**src/rtl/cx_pkg.sv**
```systemverilog
// Shared definitions for the CX switch-to-CXU interface: function codes,
// status bit positions, data widths and the responder FSM state type.
package cx_pkg;

  localparam int CX_DATA_W     = 32;
  localparam int CX_STATUS_W   = 4;
  localparam int CX_STATE_ID_W = 2;

  localparam int CX_ST_ERR_FUNC  = 0;
  localparam int CX_ST_OVF       = 1;
  localparam int CX_ST_ERR_STATE = 2;

  typedef enum logic [2:0] {
    CXU_MUL    = 3'd0,
    CXU_MAC    = 3'd1,
    CXU_RDACC  = 3'd2,
    CXU_WRACC  = 3'd3,
    CXU_CLRACC = 3'd4
  } cxu_mac_func_e;

  typedef enum logic [1:0] {
    ST_IDLE = 2'd0,
    ST_BUSY = 2'd1,
    ST_DONE = 2'd2
  } cxu_mac_state_e;

endpackage

```
**src/rtl/cxu_mac_mul.sv**
```systemverilog
// Iterative shift-add multiplier: one multiplier bit per cycle, finishing as
// soon as no set bits remain. o_done/o_p describe the step taken this cycle.
module cxu_mac_mul
  import cx_pkg::*;
(
  input  logic                 clk,
  input  logic                 rst,
  input  logic                 i_start,
  input  logic [CX_DATA_W-1:0] i_a,
  input  logic [CX_DATA_W-1:0] i_b,
  output logic                 o_done,
  output logic [CX_DATA_W-1:0] o_p
);

  logic                 r_run;
  logic [CX_DATA_W-1:0] r_mcand;
  logic [CX_DATA_W-1:0] r_mplier;
  logic [CX_DATA_W-1:0] r_prod;

  // Product after this cycle's step, so the caller can finish without an extra cycle.
  assign o_p    = r_prod + (r_mplier[0] ? r_mcand : '0);
  assign o_done = r_run && (r_mplier[CX_DATA_W-1:1] == '0);

  always_ff @(posedge clk) begin
    if (rst) begin
      r_run    <= 1'b0;
      r_mcand  <= '0;
      r_mplier <= '0;
      r_prod   <= '0;
    end else if (i_start) begin
      r_run    <= 1'b1;
      r_mcand  <= i_a;
      r_mplier <= i_b;
      r_prod   <= '0;
    end else if (r_run) begin
      r_prod   <= o_p;
      r_mcand  <= r_mcand << 1;
      r_mplier <= r_mplier >> 1;
      if (o_done) r_run <= 1'b0;
    end
  end

endmodule

```
**src/rtl/cxu_mac.sv**
```systemverilog
// Stateful multiply-accumulate CXU: responder FSM, accumulator contexts,
// error decode and registered response outputs.
module cxu_mac
  import cx_pkg::*;
#(
  parameter int N_STATES   = 4,
  parameter int STATE_ID_W = CX_STATE_ID_W
) (
  input  logic                   clk,
  input  logic                   rst,
  input  logic                   cxu_valid_i,
  input  logic [2:0]             cxu_func_i,
  input  logic [STATE_ID_W-1:0]  cxu_state_id_i,
  input  logic [CX_DATA_W-1:0]   cxu_data0_i,
  input  logic [CX_DATA_W-1:0]   cxu_data1_i,
  output logic                   cxu_ready_o,
  output logic [CX_DATA_W-1:0]   cxu_resp_o,
  output logic [CX_STATUS_W-1:0] cxu_status_o,
  output logic                   busy_o
);

  localparam int ACC_DEPTH = 1 << STATE_ID_W;

  cxu_mac_state_e         r_state;
  logic [2:0]             r_func;
  logic [STATE_ID_W-1:0]  r_state_id;
  logic [CX_DATA_W-1:0]   r_acc [ACC_DEPTH];
  logic                   r_ready;
  logic [CX_DATA_W-1:0]   r_resp;
  logic [CX_STATUS_W-1:0] r_status;
  logic                   r_busy;

  logic                   w_in_idle;
  logic [2:0]             w_func;
  logic [STATE_ID_W-1:0]  w_state_id;
  logic                   w_err_func;
  logic                   w_err_state;
  logic                   w_start;
  logic                   w_finish;
  logic                   w_mul_done;
  logic [CX_DATA_W-1:0]   w_mul_p;
  logic [CX_DATA_W-1:0]   w_product;
  logic [CX_DATA_W-1:0]   w_acc_old;
  logic [CX_DATA_W:0]     w_sum;
  logic [CX_DATA_W-1:0]   w_resp;
  logic [CX_STATUS_W-1:0] w_status;
  logic                   w_acc_we;
  logic [CX_DATA_W-1:0]   w_acc_wdata;

  // In IDLE the request is decoded straight from the inputs; in BUSY from the latched copy.
  assign w_in_idle   = (r_state == ST_IDLE);
  assign w_func      = w_in_idle ? cxu_func_i : r_func;
  assign w_state_id  = w_in_idle ? cxu_state_id_i : r_state_id;
  assign w_err_func  = (w_func > 3'(CXU_CLRACC));
  assign w_err_state = (int'(w_state_id) >= N_STATES);
  assign w_acc_old   = r_acc[w_state_id];
  assign w_product   = w_in_idle ? '0 : w_mul_p;

  assign w_start  = w_in_idle && cxu_valid_i && !w_err_func && !w_err_state &&
                    (cxu_data1_i != '0) &&
                    (w_func == 3'(CXU_MUL) || w_func == 3'(CXU_MAC));
  assign w_finish = (w_in_idle && cxu_valid_i && !w_start) ||
                    (r_state == ST_BUSY && w_mul_done);

  cxu_mac_mul u_mul (
    .clk     (clk),
    .rst     (rst),
    .i_start (w_start),
    .i_a     (cxu_data0_i),
    .i_b     (cxu_data1_i),
    .o_done  (w_mul_done),
    .o_p     (w_mul_p)
  );

  // NOTE: every output of a combinational block gets a default first, so no path leaves it unassigned (no latch).
  always_comb begin
    w_sum       = {1'b0, w_acc_old} + {1'b0, w_product};
    w_resp      = '0;
    w_status    = '0;
    w_acc_we    = 1'b0;
    w_acc_wdata = w_acc_old;
    w_status[CX_ST_ERR_FUNC]  = w_err_func;
    w_status[CX_ST_ERR_STATE] = w_err_state;
    if (!w_err_func && !w_err_state) begin
      case (cxu_mac_func_e'(w_func))
        CXU_MUL: w_resp = w_product;
        CXU_MAC: begin
          w_resp              = w_sum[CX_DATA_W-1:0];
          w_status[CX_ST_OVF] = w_sum[CX_DATA_W];
          w_acc_we            = 1'b1;
          w_acc_wdata         = w_sum[CX_DATA_W-1:0];
        end
        CXU_RDACC: w_resp = w_acc_old;
        CXU_WRACC: begin
          w_resp      = w_acc_old;
          w_acc_we    = 1'b1;
          w_acc_wdata = cxu_data0_i;
        end
        CXU_CLRACC: begin
          w_resp      = w_acc_old;
          w_acc_we    = 1'b1;
          w_acc_wdata = '0;
        end
        default: ;
      endcase
    end
  end

  // NOTE: sequential state uses non-blocking assignments so every register sees pre-edge values.
  always_ff @(posedge clk) begin
    if (rst) begin
      r_state    <= ST_IDLE;
      r_func     <= '0;
      r_state_id <= '0;
      r_ready    <= 1'b0;
      r_resp     <= '0;
      r_status   <= '0;
      r_busy     <= 1'b0;
      // NOTE: the accumulators are architectural state that must read 0 after reset, so this array is reset explicitly.
      for (int i = 0; i < ACC_DEPTH; i++) r_acc[i] <= '0;
    end else begin
      r_ready  <= 1'b0;
      r_resp   <= '0;
      r_status <= '0;
      if (w_finish) begin
        r_ready  <= 1'b1;
        r_resp   <= w_resp;
        r_status <= w_status;
        if (w_acc_we) r_acc[w_state_id] <= w_acc_wdata;
      end
      case (r_state)
        ST_IDLE: if (cxu_valid_i) begin
          r_func     <= cxu_func_i;
          r_state_id <= cxu_state_id_i;
          r_busy     <= 1'b1;
          r_state    <= w_start ? ST_BUSY : ST_DONE;
        end
        ST_BUSY: if (w_mul_done) r_state <= ST_DONE;
        ST_DONE: begin
          r_state <= ST_IDLE;
          r_busy  <= 1'b0;
        end
        default: r_state <= ST_IDLE;
      endcase
    end
  end

  assign cxu_ready_o  = r_ready;
  assign cxu_resp_o   = r_resp;
  assign cxu_status_o = r_status;
  assign busy_o       = r_busy;

endmodule
```
**config.mk**
```make
export PLATFORM = sky130hd
export DESIGN_NAME = cxu_mac
export DESIGN_NICKNAME = d
export VERILOG_FILES = /design/src/rtl/cx_pkg.sv /design/src/rtl/cxu_mac_mul.sv /design/src/rtl/cxu_mac.sv
export SDC_FILE = /design/constraint.sdc
export NUM_CORES = 1
export LEC_CHECK = 0
export CAP_MARGIN = 20
export CORE_MARGIN = 2
export CORE_UTILIZATION = 40
export CTS_CLUSTER_DIAMETER = 40
export DETAILED_ROUTE_END_ITERATION = 6
export DONT_BUFFER_PORTS = 1
export HOLD_SLACK_MARGIN = 0.12
export MAX_ROUTING_LAYER = met4
export PLACE_DENSITY_LB_ADDON = 0.25
export SLEW_MARGIN = 20
export SYNTH_ARGS = -nofsm -noshare
export SYNTH_HDL_FRONTEND = slang
export SYNTH_SLANG_ARGS = --single-unit
```
**constraint.sdc**
```tcl
create_clock -name clk -period 9.2 [get_ports clk]
set_input_delay 1.84 -clock clk [delete_from_list [all_inputs] [get_ports clk]]
set_output_delay 1.84 -clock clk [all_outputs]
set_load 0.05 [all_outputs]
```
==> impl_metrics.ini, run 1 <==
[floorplanning]
fp-row-count = 72
die_w_um = 201
io_pins = 110
die_area_sq_mm = 0.0402
core_sq_mm = 0.0384
fp.dieH_um = 201
start_util_pct = 40.3

[synthesis]
syn_inst = 1587
yosys.area.top_type_share_pct = 24.9
synth_area_per_cell_sq_um = 9.74
yosys.cell_types.count = 81
synthTopCellsByArea = edfxtp_1 (25%), dfxtp_1 (18%), nor2_1 (6.8%), mux2i_1 (6.6%), ha_1 (5.1%)
ys.flop_type = dfxtp_1
synth_seq_cells = 268
ys.warnings.count = 0
netlist_area_sq_mm = 0.0155
seq_area_frac_synth_pct = 43.0
async_flop_share_pct = 0
synth_top_area_cell = edfxtp_1
synth_edf_count = 128

[critical_path]
crit_path_max_fanout = 33
end_kind = flip-flop
start_kind = flip-flop
crit_required_ns = 9.48
arrival_ns = 6.48
worstSetupPathType = flip-flop to flip-flop
slowest_stage = a211oi_2
cpPeakStageDelay_ns = 0.49
regToRegSetupSlack_ns = 3.01
cpMostUsedCell = a21o_1
crit_chain = buf_4, and2_1, ha_1, fa_1, a21o_1, a21oi_1, o21a_1, o21ai_0, a21o_1, a21o_1, xor2_1, and2_1, ha_1, inv_1, a211oi_1, o2111ai_1, o22ai_1, nand3_1, o211ai_2, o211ai_1, a211oi_2, o21ai_1, a31oi_2, nor2_1

[power_and_ir_drop]
peakVddDrop_mv = 0.111
p_int_uw = 2460
p_leak_uw = 0.00665
p_per_area_mw_per_mm2 = 196
swShare_pct = 27.9
combinationalPowerShare_pct = 12.8
p_sw_uw = 953
clkPwrFrac_pct = 47.6
seqPwrFrac_pct = 39.7

[timing]
worst_pin_slew_ns = 0.996
max_freq_ghz = 0.161
slew_viol_final = 0
hold_viol_final = 0
rsz0062_at_grt = no
finalSetupViolations = 0
post-route-period-util_pct = 67.3
period_needed_ns = 6.19
slew_headroom_pct = 33.6
finalSetupTns_ns = 0
finalClockSkew_ns = 0.0362

[clocking]
cts_resized = 0
clockBufferDepth = 3
cts_setup_buffers = 0
numCtsBuffers = 44
postCtsHoldBufs = 0
clock-sinks = 268
cts_root_buf = clkbuf_16
insertion_delay_ns = 0.58
htreeDepth = 2
cts_tree = built
clk_pin_slew_ns = 0.06

[routing]
drtAntennaViolNets = 0
avgRoutedWirePerCell_um = 21.6
vias = 12500
finalWirelength_mm = 45.6
avgViaCountPerCell = 5.92
drt_pre_antenna_iters = 7
drt_iter0_markers = 1368
drc_errors = 1

[final_layout]
multi_input_area_sq_mm = 0.00836
area_growth_pct = 12.5
final_cell_mix = nor2_1 (278), dfxtp_1 (139), edfxtp_1 (128)
n_antenna_cell = 0
seq_area_sq_mm = 0.00665
drive_gt1_share_pct = 10.3
fill_cells = 3701
mostFrequentLayoutCell = nor2_1
finalNonFillerCells = 2108
nNetsFinal = 1691
post-route-cell-area_sq_mm = 0.0174

[global_route]
grt_max_degree = 79
grt_use_total_pct = 23.2
overflow = 0
grt_pass1_vias = 12200
antenna_found_initial = 1
grt_first_pass_wirelength_mm = 70.9

[placement]
globalplace.congestion = 0.917
port_buffers = 0
dp_hpwl_mm = 32.0
place_inst = 2025
placed_cell_area_sq_mm = 0.0159

[run_status]
run_status = complete, but fails checks
violations = design-rule violations

[min_path]
hold_path.class = flip-flop to flip-flop

[flow_run]
drv_cap = 0
-- stage by stage --
stage	util, %	power (uW)	hold WS, ns	setup slack, ns
4_1_cts	45.3	3440	0.484	3.08
3_5_place_dp	41.4	1800	0.477	2.77
2_1_floorplan	-	1680	0.460	3.14
6_report	45.3	3410	0.486	3.01
3_3_place_gp	41.4	1800	0.470	2.54
5_1_grt	45.3	3530	0.513	2.63
-- power by group through the flow --
stage	registers, uW	clock network [uW]	logic (uW)
finish	1350	1620	435
CTS	1350	1650	429
global route	1360	1710	469
global placement	1380	0	422
detailed placement	1380	0	427
floorplan	1360	0	321
-- synthesized netlist by cell type, types with 29 or more instances --
cell	instances
nor2_1	280
dfxtp_1	140
edfxtp_1	128
mux2i_1	102
a21oi_1	83
nand2_1	83
a211oi_1	79
clkbuf_1	77
ha_1	63
and2_1	62
o21ai_0	36
mux4_2	32
xnor2_1	31
inv_1	29
-- layer usage --
layer	part of all wire (%)	global-route usage [%]	wire [um]
met3	6.8	4.32	3110
met1	46	32.2	21100
met5	0	-	0
met4	2.9	7.49	1330
met2	44	34.2	20100
-- critical path: cells and delay by family (launching register included) --
kind | cells | cell delay, ns
adder cells (fa/ha/maj) | 3 | 0.89
flip-flops | 1 | 0.29
AO/OA/AOI/OAI | 14 | 3.42
AND/OR/NAND/NOR | 4 | 0.63
buffers and inverters | 2 | 0.30
XOR/XNOR | 1 | 0.39
-- area by class of cell --
| class | instances | area share [%] |
|---|---|---|
| sequential | 268 | 38.2 |
| multi-input combinational | 1192 | 48.1 |
| inverter | 30 | 0.647 |
| tap | 518 | 3.73 |
| clock buffer | 56 | 7.19 |
| clock inverter | 26 | 1.29 |
| timing repair buffer | 18 | 0.849 |
-- flip-flops by register name (all words and copies together), names as in the netlist --
signal	flops
r_state	2
u_mul.r_mcand	32
u_mul.r_prod	32
r_state_id	2
r_acc	128
r_func	3
u_mul.r_mplier	32
busy_o	1
cxu_resp_o	32
cxu_ready_o	1
cxu_status_o	2
u_mul.r_run	1
-- logic make-up after synthesis --
logic type / synth area share, %
compound gates: 16.7
xor+xnor: 2.89
fa+ha+maj: 5.36
buf+inv: 3.29
flops: 43.0
mux: 11.6
other cells: 0.0243
simple gates: 17.1
-- final timing paths --
| check | depth (start not counted) | to | startpoint |
|---|---|---|---|
| max | 24 | r_acc[1][27]$_SDFFCE_PN0P_ | u_mul.r_mplier[0]$_SDFFE_PP0P_ |
| min | 2 | u_mul.r_prod[30]$_SDFFE_PP0P_ | u_mul.r_prod[30]$_SDFFE_PP0P_ |
| max reg2reg | 24 | r_acc[1][27]$_SDFFCE_PN0P_ | u_mul.r_mplier[0]$_SDFFE_PP0P_ |
| min reg2reg | 2 | u_mul.r_prod[30]$_SDFFE_PP0P_ | u_mul.r_prod[30]$_SDFFE_PP0P_ |
(Power assumes the default switching activity.)
==> run 2: changes to the inputs <==
clock period = 5.6 ns   (was 9.2 ns; I/O delays follow)
==> run 2 against run 1 <==
Net effect: the run now ends clean; first-iteration DRC count increased by 2.2%; routed wire length increased by 2.4%; sequential power increased by 64%; register-to-register slack got worse by 2.8 ns; critical endpoint is now cxu_resp_o[25]$_SDFF_PP0_; highest routed layer unchanged.
==> impl_metrics.ini, run 2 (same netlist as run 1, synthesis figures left out) <==
[global_route]
grt_max_degree = 92
grt_use_total_pct = 23.5
antenna_found_initial = 0
grt_first_pass_wirelength_mm = 71.8
grt_pass1_vias = 12200
overflow = 0

[power_and_ir_drop]
p_sw_uw = 1570
p_per_area_mw_per_mm2 = 313
peakVddDrop_mv = 0.255
swShare_pct = 27.7
combinationalPowerShare_pct = 13.5
seqPwrFrac_pct = 39.3
clkPwrFrac_pct = 47.2
p_leak_uw = 0.00704
p_int_uw = 4090

[final_layout]
post-route-cell-area_sq_mm = 0.0180
largest_reg_flops = 128
n_antenna_cell = 0
seq_area_sq_mm = 0.00665
regMostFlops = r_acc
fill_cells = 3682
multi_input_area_sq_mm = 0.00849
nNetsFinal = 1762
final_cell_mix = nor2_1 (278), dfxtp_1 (139), edfxtp_1 (128)
mostFrequentLayoutCell = nor2_1
drive_gt1_share_pct = 15.6
finalNonFillerCells = 2179
area_growth_pct = 16.8

[critical_path]
worstSetupPathType = flip-flop to flip-flop
rr_worst_depth = 26
rr_startpoint = u_mul.r_mplier[0]$_SDFFE_PP0P_
start_kind = flip-flop
timing.rr.end = cxu_resp_o[25]$_SDFF_PP0_
end_kind = flip-flop
regToRegSetupSlack_ns = 0.18
crit_path_max_fanout = 6
arrival_ns = 5.86
crit_required_ns = 6.04

[floorplanning]
die_area_sq_mm = 0.0402
core_sq_mm = 0.0384
io_pins = 110
fp.dieH_um = 201
start_util_pct = 40.3
die_w_um = 201
fp-row-count = 72

[flow_run]
drv_cap = 0

[timing]
finalClockSkew_ns = 0.0278
period_needed_ns = 5.42
slew_viol_final = 0
hold_viol_final = 0
finalSetupViolations = 0
max_freq_ghz = 0.184
worst_pin_slew_ns = 0.992
post-route-period-util_pct = 96.8
slew_headroom_pct = 33.8

[routing]
drt_pre_antenna_iters = 6
drc_errors = 0
avgRoutedWirePerCell_um = 21.4
avgViaCountPerCell = 5.78
vias = 12600
drtAntennaViolNets = 0
drt_iter0_markers = 1398
finalWirelength_mm = 46.7

[placement]
port_buffers = 0
dp_hpwl_mm = 33.9
place_inst = 2092
globalplace.congestion = 0.974
placed_cell_area_sq_mm = 0.0164

[clocking]
clockBufferDepth = 3
insertion_delay_ns = 0.57
clock-sinks = 268
htreeDepth = 2
numCtsBuffers = 44
cts_root_buf = clkbuf_16
clk_pin_slew_ns = 0.06
cts_tree = built

[min_path]
hp-start = u_mul.r_prod[30]$_SDFFE_PP0P_
whs_endpoint = u_mul.r_prod[30]$_SDFFE_PP0P_
hold_path.class = flip-flop to flip-flop
hold_depth = 2

[run_status]
run_status = finished clean
## run 2: per-stage QoR
| step | total power (uW) | setup TNS (ns) | hold WS, ns | setup WS [ns] | utilization, % |
|---|---|---|---|---|---|
| 6_report | 5660 | 0 | 0.489 | 0.178 | 47.0 |
| 5_1_grt | 5860 | -0.507 | 0.516 | -0.105 | 47.0 |
| 4_1_cts | 5680 | 0 | 0.489 | 0.0338 | 46.5 |
| 3_5_place_dp | 3000 | 0 | 0.482 | 0.0798 | 42.7 |
| 3_3_place_gp | 3000 | 0 | 0.472 | 0.190 | 42.7 |
| 2_1_floorplan | 2770 | 0 | 0.460 | 0.257 | - |
## run 2: worst max-delay path, cell delays in order (launching register included)
cell	delay [ns]
dfxtp_1	0.35
and2_1	0.17
ha_1	0.21
fa_2	0.38
a21o_1	0.18
a21oi_2	0.15
o21a_1	0.15
o21bai_1	0.13
nor2b_1	0.09
a311o_1	0.37
a21oi_2	0.16
xnor2_1	0.23
and2_4	0.23
ha_4	0.22
a21oi_2	0.15
o21ai_2	0.09
a211oi_2	0.26
o22ai_2	0.14
o311ai_1	0.14
o211ai_2	0.20
buf_4	0.18
a31oi_2	0.24
o21ai_1	0.10
xor2_1	0.20
buf_4	0.15
a222oi_1	0.35
nor2_1	0.07
## run 2: final cells by class
| cell class | count | area share, % |
|---|---|---|
| clock inverters | 30 | 1.67 |
| well taps | 518 | 3.59 |
| inverters | 30 | 0.624 |
| flip-flops and latches | 268 | 36.8 |
| multi-input cells | 1192 | 47.1 |
| repair buffers | 89 | 3.72 |
| clock buffers | 52 | 6.49 |
## run 2: power groups by stage
stage / combinational, uW / clock, uW / sequential (uW)
3_5_place_dp: 740 / 0 / 2260
2_1_floorplan: 527 / 0 / 2240
4_1_cts: 744 / 2710 / 2220
3_3_place_gp: 734 / 0 / 2260
5_1_grt: 826 / 2800 / 2230
6_report: 764 / 2670 / 2220
## run 2: repair_timing
item / 4_1_cts / 5_1_grt
hold buffers: 0 / 0
resized for setup: 0 / 35
setup buffers: 0 / 5
setup endpoints to repair: 0 / 63
## run 2: per-layer routing
metal | part of all wire (%) | up-vias | global-route usage (%) | routed length [um]
met4 | 2.7 | 0 | 7.65 | 1240
met2 | 44 | 431 | 34.4 | 20500
met5 | 0 | - | - | 0
li1 | - | 5981 | - | -
met1 | 46 | 6100 | 32.7 | 21600
met3 | 7.3 | 72 | 4.79 | 3400
## run 2: worst max-delay path by stage
stage	startpoint	endpoint	slack, ns	cells past startpoint
after CTS	u_mul.r_mplier[0]$_SDFFE_PP0P_	r_acc[1][29]$_SDFFCE_PN0P_	0.03	24
after global placement	cxu_state_id_i[0]	r_acc[1][26]$_SDFFCE_PN0P_	0.19	18
after floorplan	cxu_state_id_i[0]	r_acc[0][20]$_SDFFCE_PN0P_	0.26	18
after detailed placement	u_mul.r_mplier[0]$_SDFFE_PP0P_	r_acc[0][27]$_SDFFCE_PN0P_	0.08	25
final	u_mul.r_mplier[0]$_SDFFE_PP0P_	cxu_resp_o[25]$_SDFF_PP0_	0.18	26
after global routing	u_mul.r_mplier[0]$_SDFFE_PP0P_	r_acc[1][25]$_SDFFCE_PN0P_	-0.10	25
